File: config.mk
export PLATFORM = sky130hd
export DESIGN_NAME = tag_ram_nway
export DESIGN_NICKNAME = d
export VERILOG_FILES = /design/src/rtl/tag_ram_nway.sv
export SDC_FILE = /design/constraint.sdc
export NUM_CORES = 1
export LEC_CHECK = 0
export ABC_AREA = 0
export ABC_CLOCK_PERIOD_IN_PS = 4200
export CAP_MARGIN = 20
export CORE_MARGIN = 8
export CORE_UTILIZATION = 35
export CTS_BUF_LIST = sky130_fd_sc_hd__clkbuf_8
export DETAILED_ROUTE_END_ITERATION = 10
export HOLD_SLACK_MARGIN = 0.15
export SYNTH_ARGS = -nofsm -noshare
export SYNTH_HDL_FRONTEND = slang
export SYNTH_SLANG_ARGS = --single-unit
File: constraint.sdc
create_clock -name clock -period 4.2 [get_ports clock]
set_input_delay 0.84 -clock clock [delete_from_list [all_inputs] [get_ports clock]]
set_output_delay 0.84 -clock clock [all_outputs]
set_load 0.05 [all_outputs]
File: src/rtl/tag_ram_nway.sv
`default_nettype none
// ============================================================================
// Module      : tag_ram_nway
// Description : N-way set-associative tag RAM with MSI state, 1-cycle lookup
//               and a self-invalidating init/clear sweep.
// Revision    : 1.0  initial release
// ============================================================================
module tag_ram_nway #(
    parameter int AWIDTH      = 3,
    parameter int TWIDTH      = 11,
    parameter int NWAYS       = 2,
    parameter int WRITE_FIRST = 0
) (
    input  logic                     clock,
    input  logic                     reset_n,
    input  logic                     lookup_valid,
    input  logic [AWIDTH-1:0]        lookup_addr,
    input  logic [TWIDTH-1:0]        lookup_tag,
    input  logic                     wr_en,
    input  logic [NWAYS-1:0]         wr_way,
    input  logic [AWIDTH-1:0]        wr_addr,
    input  logic [TWIDTH-1:0]        wr_tag,
    input  logic [1:0]               wr_state,
    input  logic                     clear,
    output logic                     busy,
    output logic                     rsp_valid,
    output logic                     hit,
    output logic [NWAYS-1:0]         hit_way,
    output logic                     multi_hit,
    output logic [NWAYS*TWIDTH-1:0]  rd_tag,
    output logic [NWAYS*2-1:0]       rd_state
);

    localparam int                c_depth    = 2**AWIDTH;
    localparam int                c_ew       = TWIDTH + 2;
    localparam logic [AWIDTH-1:0] c_last_idx = AWIDTH'(c_depth - 1);

    typedef enum logic [0:0] {
        SWEEP = 1'b0,
        IDLE  = 1'b1
    } state_t;

    state_t                 r_state;
    logic [AWIDTH-1:0]      r_cnt;
    logic                   r_busy;

    logic                   w_wr_fire;
    logic                   w_lk_fire;
    logic [c_ew-1:0]        w_wr_entry;
    logic [NWAYS-1:0][c_ew-1:0] w_rd_entry;
    logic [NWAYS-1:0]       w_match;

    logic                   r_rsp_valid;
    logic                   r_hit;
    logic [NWAYS-1:0]       r_hit_way;
    logic                   r_multi_hit;
    logic [NWAYS*TWIDTH-1:0] r_rd_tag;
    logic [NWAYS*2-1:0]     r_rd_state;

    // Requests arriving during the sweep are dropped, not queued.
    assign w_wr_fire  = wr_en & ~r_busy;
    assign w_lk_fire  = lookup_valid & ~r_busy;
    assign w_wr_entry = {wr_state, wr_tag};

    always_ff @(posedge clock or negedge reset_n) begin
        if (!reset_n) begin
            r_state <= SWEEP;
            r_cnt   <= '0;
            r_busy  <= 1'b1;
        end else begin
            case (r_state)
                SWEEP: begin
                    r_cnt <= r_cnt + AWIDTH'(1);
                    if (r_cnt == c_last_idx) begin
                        r_state <= IDLE;
                        r_busy  <= 1'b0;
                    end
                end
                IDLE: begin
                    if (clear) begin
                        r_state <= SWEEP;
                        r_cnt   <= '0;
                        r_busy  <= 1'b1;
                    end
                end
            endcase
        end
    end

    generate
        for (genvar g = 0; g < NWAYS; g++) begin : g_way
            logic [c_ew-1:0] r_mem [c_depth];
            logic            w_bypass;
            logic [1:0]      w_st;

            // Storage is never reset; the sweep invalidates it instead.
            always_ff @(posedge clock) begin
                if (r_busy) begin
                    r_mem[r_cnt] <= '0;
                end else if (w_wr_fire && wr_way[g]) begin
                    r_mem[wr_addr] <= w_wr_entry;
                end
            end

            assign w_bypass = (WRITE_FIRST != 0) && w_wr_fire && wr_way[g]
                              && (wr_addr == lookup_addr);
            assign w_rd_entry[g] = w_bypass ? w_wr_entry : r_mem[lookup_addr];
            assign w_st          = w_rd_entry[g][TWIDTH +: 2];
            // Only S (01) and M (10) are valid; I and reserved never hit.
            assign w_match[g]    = (w_st[0] ^ w_st[1])
                                   && (w_rd_entry[g][TWIDTH-1:0] == lookup_tag);
        end
    endgenerate

    always_ff @(posedge clock or negedge reset_n) begin
        if (!reset_n) begin
            r_rsp_valid <= 1'b0;
            r_hit       <= 1'b0;
            r_hit_way   <= '0;
            r_multi_hit <= 1'b0;
            r_rd_tag    <= '0;
            r_rd_state  <= '0;
        end else begin
            r_rsp_valid <= w_lk_fire;
            if (w_lk_fire) begin
                r_hit       <= |w_match;
                r_hit_way   <= w_match;
                r_multi_hit <= |(w_match & (w_match - NWAYS'(1)));
                for (int w = 0; w < NWAYS; w++) begin
                    r_rd_tag[w*TWIDTH +: TWIDTH] <= w_rd_entry[w][TWIDTH-1:0];
                    r_rd_state[w*2 +: 2]         <= w_rd_entry[w][TWIDTH +: 2];
                end
            end
        end
    end

    assign busy      = r_busy;
    assign rsp_valid = r_rsp_valid;
    assign hit       = r_hit;
    assign hit_way   = r_hit_way;
    assign multi_hit = r_multi_hit;
    assign rd_tag    = r_rd_tag;
    assign rd_state  = r_rd_state;

endmodule
`default_nettype wire

==> flow_results.org <==
** CTS
- Counting the buffers created by CTS gives 41.
- Maximum count of clock buffers along a single path :: 3
- CTS built an H-tree with a depth of 2.
- Buffers added to address setup during post-CTS repair amount to 0.
- After clock tree synthesis, the flow added hold-fix buffers numbering 0.
- After clock tree synthesis, the clock-pin slew on the worst setup and hold paths is roughly 0.060 ns.
- CTS resizes :: 0
- Clock tree from TritonCTS :: done
- The clock net in this run drives a total of around 240 sinks.
- For the worst-skew pair, the clock arrives at the later sink with an insertion delay of roughly 0.53 ns.
- Master cell of the clock root buffer :: sky130_fd_sc_hd__clkbuf_8

** STA
- Worst slew margin relative to its limit :: between 30% and 40%
- Peak clock frequency supported by timing :: roughly 330 MHz
- The worst path uses slightly above 70% of the clock period.
- The count of pins over their slew limit was 0.
- Count of final hold-check violations :: 0
- Unrepaired setup endpoints after global routing :: false
- Setup total negative slack on the finished layout was measured at 0 ns.
- Slew at the pin with the worst max-slew slack :: approximately 0.92 ns
- Worst clock skew :: between 0.015 and 0.02 ns
- Setup violations remaining at the end of the flow were counted as 0.
- Post-layout min period :: about 3 ns
- Once routing completed, OpenROAD measured the worst setup slack at ~1.2 ns.

** Yosys
- Sequential fraction of the synthesis area :: between 70% and 80%
- Post-Syn Area per Cell :: 17.2 sq um
- Number of different library cells in the post-synthesis netlist :: 40
- Of all flip-flops after synthesis, the portion carrying an async set or reset was between 10% and 20%.
- In the synthesized netlist, the number of instances is between 500 and 600.
- Number of nets produced by synthesis :: 611
- For this run, the number of Yosys warnings is 0.
- Number of enable flip-flop cells after synthesis :: about 210
- By count the netlist is led by 208 x sky130_fd_sc_hd__edfxtp_1, 40 x sky130_fd_sc_hd__mux2i_1, 37 x sky130_fd_sc_hd__mux4_2.
- Netlist area before placement :: between 9000 and 10,000 sq um
- Biggest area contributors in the synthesized netlist :: sky130_fd_sc_hd__edfxtp_1 64%, sky130_fd_sc_hd__dfrtp_1 8.9%, sky130_fd_sc_hd__mux4_2 8.5%, sky130_fd_sc_hd__mux2i_1 4.1%, sky130_fd_sc_hd__xnor2_1 2.1%
- Share of Yosys cell area claimed by the top area cell type :: between 60% and 70%
- The largest total area in the synthesized netlist belongs to sky130_fd_sc_hd__edfxtp_1.
- For this run, the leading register cell type out of synthesis is sky130_fd_sc_hd__edfxtp_1.
- Counting flops and latches in the post-synthesis netlist gives between 200 and 250.
- Count leader, synth :: sky130_fd_sc_hd__edfxtp_1

** Detailed routing
- Antenna violation net count after detailed routing :: 0
- DRC :: 0
- The pre-antenna-repair detailed-routing pass consisted of 5 iterations.
- In the final routed layout, each cell accounts on average for about 21 um.
- Via count of the routed design :: 5,464
- The routed design has approximately 23,000 um of wire.
- In the routed layout, each cell is associated on average with a via count of 5.03.
- For this block, the initial DRC count from the detailed router was 462.

** Critical path
- STA puts the critical path data required time at around 4.7 ns.
- The worst register-to-register path ends at g_way[1].r_mem[0][10].
- Data on the critical path arrives at its endpoint at approximately 3.5 ns.
- Worst reg2reg setup slack :: 1.94 ns
- Of all nets on the critical path, the largest fanout is 12.
- STA classifies the critical path endpoint as a register.
- Reg2reg start :: busy
- Counting cells, the worst reg-to-reg path comes to 6.
- Crit start category :: input port
- Beginning of the critical path :: lookup_addr[1]
- Termination of the worst setup path :: multi_hit
- By startpoint and endpoint, the worst setup path is classified as in2reg.

** Place
- Routability-driven placement finished with a final weighted congestion of around 0.83.
- Placed cell count :: 1,015
- HPWL after detailed placement :: 15,600 um
- I/O Buffers :: between 60 and 70
- Post-place setup slack :: around 0.64 ns

** Finish
- Relative area change from synthesis to final layout :: 19.2%
- Number of antenna cells inserted :: 0
- Number of nets in the finished design :: 719
- Finished Layout Cells :: 1,086
- The post-route netlist has ~18% of its cells at a drive strength greater than 1.

** Run
- Across the run, the number of max-cap violations was 0.

** Global route
- The first global-routing pass estimated ~35,000 um of wire.
- The via count of the first global-routing pass is 5,838.
- Initial antenna violation count :: 0
- Pin count of the biggest net entering global routing :: 38
- For this run the aggregate overflow at the end of global routing stands at 0.
- Tot GR Track Use :: about 14%

** Power and ir drop
- IR analysis of the VDD net gives a maximum drop of about 0.34 mV.
- Post-route total power :: around 7500 uW
- For this design the ratio of total power to cell area is roughly 640 nW/um^2.
- Cell leakage power :: 0.00416 uW

** Floorplanning
- During I/O placement, the number of pins put on the boundary was 69.
- Standard-cell rows :: 61
- The die covers between 30,000 and 40,000 sq um.
- Chip height :: roughly 180 um
- Starting density of the core :: between 30 and 40%
- In this run the horizontal extent of the chip is about 180 um.
- The floorplan step defined a core boundary enclosing 27,700 sq um.

** Min path
- The min-delay analysis places its worst path in the category in2async.

** Outcome
- The run finished with clean final reports.
[metal layers]
metal	part of all wire (%)	global-route usage, %	vias to the layer above
met5	0	0	-
met2	45	21.3	216
li1	-	-	2450
met3	7.7	3.83	47
met1	45	18.2	2751
met4	2.4	4.65	0
[per-stage QoR]
step	area, sq um	hold slack (ns)	utilization (%)
5_1_grt	11700	0.502	42.3
2_1_floorplan	9820	0.507	-
6_report	11700	0.432	42.3
3_3_place_gp	11000	0.458	39.8
3_5_place_dp	11000	0.470	39.8
4_1_cts	11700	0.448	42.3
[logic make-up (layout without fill, tap and decap cells)]
kind of cell	count (synthesis)	count (layout)	share of synthesized area [%]
DFF	244	244	72.8
and+or+nand+nor	116	116	5.81
muxes	79	79	12.9
AOI/OAI and AO/OA	72	72	4.33
buffers and inverters	35	171	1.77
xor gates and xnor gates	24	24	2.14
adders and majority gates	2	2	0.255
[cell type report]
class | count | area, sq um
multi-input cells | 293 | 2500
flip-flops and latches | 244 | 7150
fillers | 2463 | 16000
inverters | 6 | 22.5
repair buffers | 94 | 876
well taps | 378 | 473
clock buffers | 41 | 564
clock inverters | 30 | 125
[sequential cells by signal (all words and copies together), names as in the netlist, 2 cells and up]
signal	count
g_way.r_mem	208
rd_tag	22
rd_state	4
r_cnt	3
hit_way	2
[worst max-delay path, stage by stage]
cell	delay, ns
sky130_fd_sc_hd__clkdlybuf4s50_1	0.65
sky130_fd_sc_hd__inv_2	0.32
sky130_fd_sc_hd__buf_4	0.28
sky130_fd_sc_hd__mux2i_1	0.56
sky130_fd_sc_hd__xnor2_1	0.15
sky130_fd_sc_hd__nor4_1	0.25
sky130_fd_sc_hd__nand4_1	0.20
sky130_fd_sc_hd__o21ai_1	0.18
[where the power goes]
group | internal (uW) | switching [uW] | total [uW] | leakage, uW
clock | 908 | 898 | 1810 | 0.000387
sequential | 3370 | 213 | 3580 | 0.00236
combinational | 699 | 1390 | 2090 | 0.00141
[worst min path at each step]
stage | end | depth (start not counted) | slack (ns)
after floorplan | r_cnt[0] | 1 | 0.51
after global placement | hit_way[0] | 2 | 0.46
after detailed placement | hit_way[0] | 2 | 0.47
after CTS | r_cnt[1] | 1 | 0.45
after global routing | r_cnt[2] | 1 | 0.50
final | r_cnt[1] | 1 | 0.43
[layout by cell type (no fill, tap or decap), types with 14 or more instances in the layout]
master	instances
sky130_fd_sc_hd__o21ai_1	17
sky130_fd_sc_hd__xnor2_1	23
sky130_fd_sc_hd__a21oi_1	16
sky130_fd_sc_hd__buf_4	26
sky130_fd_sc_hd__and3_1	26
sky130_fd_sc_hd__dfrtp_1	35
sky130_fd_sc_hd__clkbuf_8	41
sky130_fd_sc_hd__clkdlybuf4s50_1	65
sky130_fd_sc_hd__edfxtp_1	208
sky130_fd_sc_hd__a22oi_1	16
sky130_fd_sc_hd__clkinv_1	14
sky130_fd_sc_hd__nand2_1	30
sky130_fd_sc_hd__nor2_1	35
sky130_fd_sc_hd__mux2i_1	40
sky130_fd_sc_hd__mux4_2	37
No activity file was read; power rests on OpenSTA's default activity.
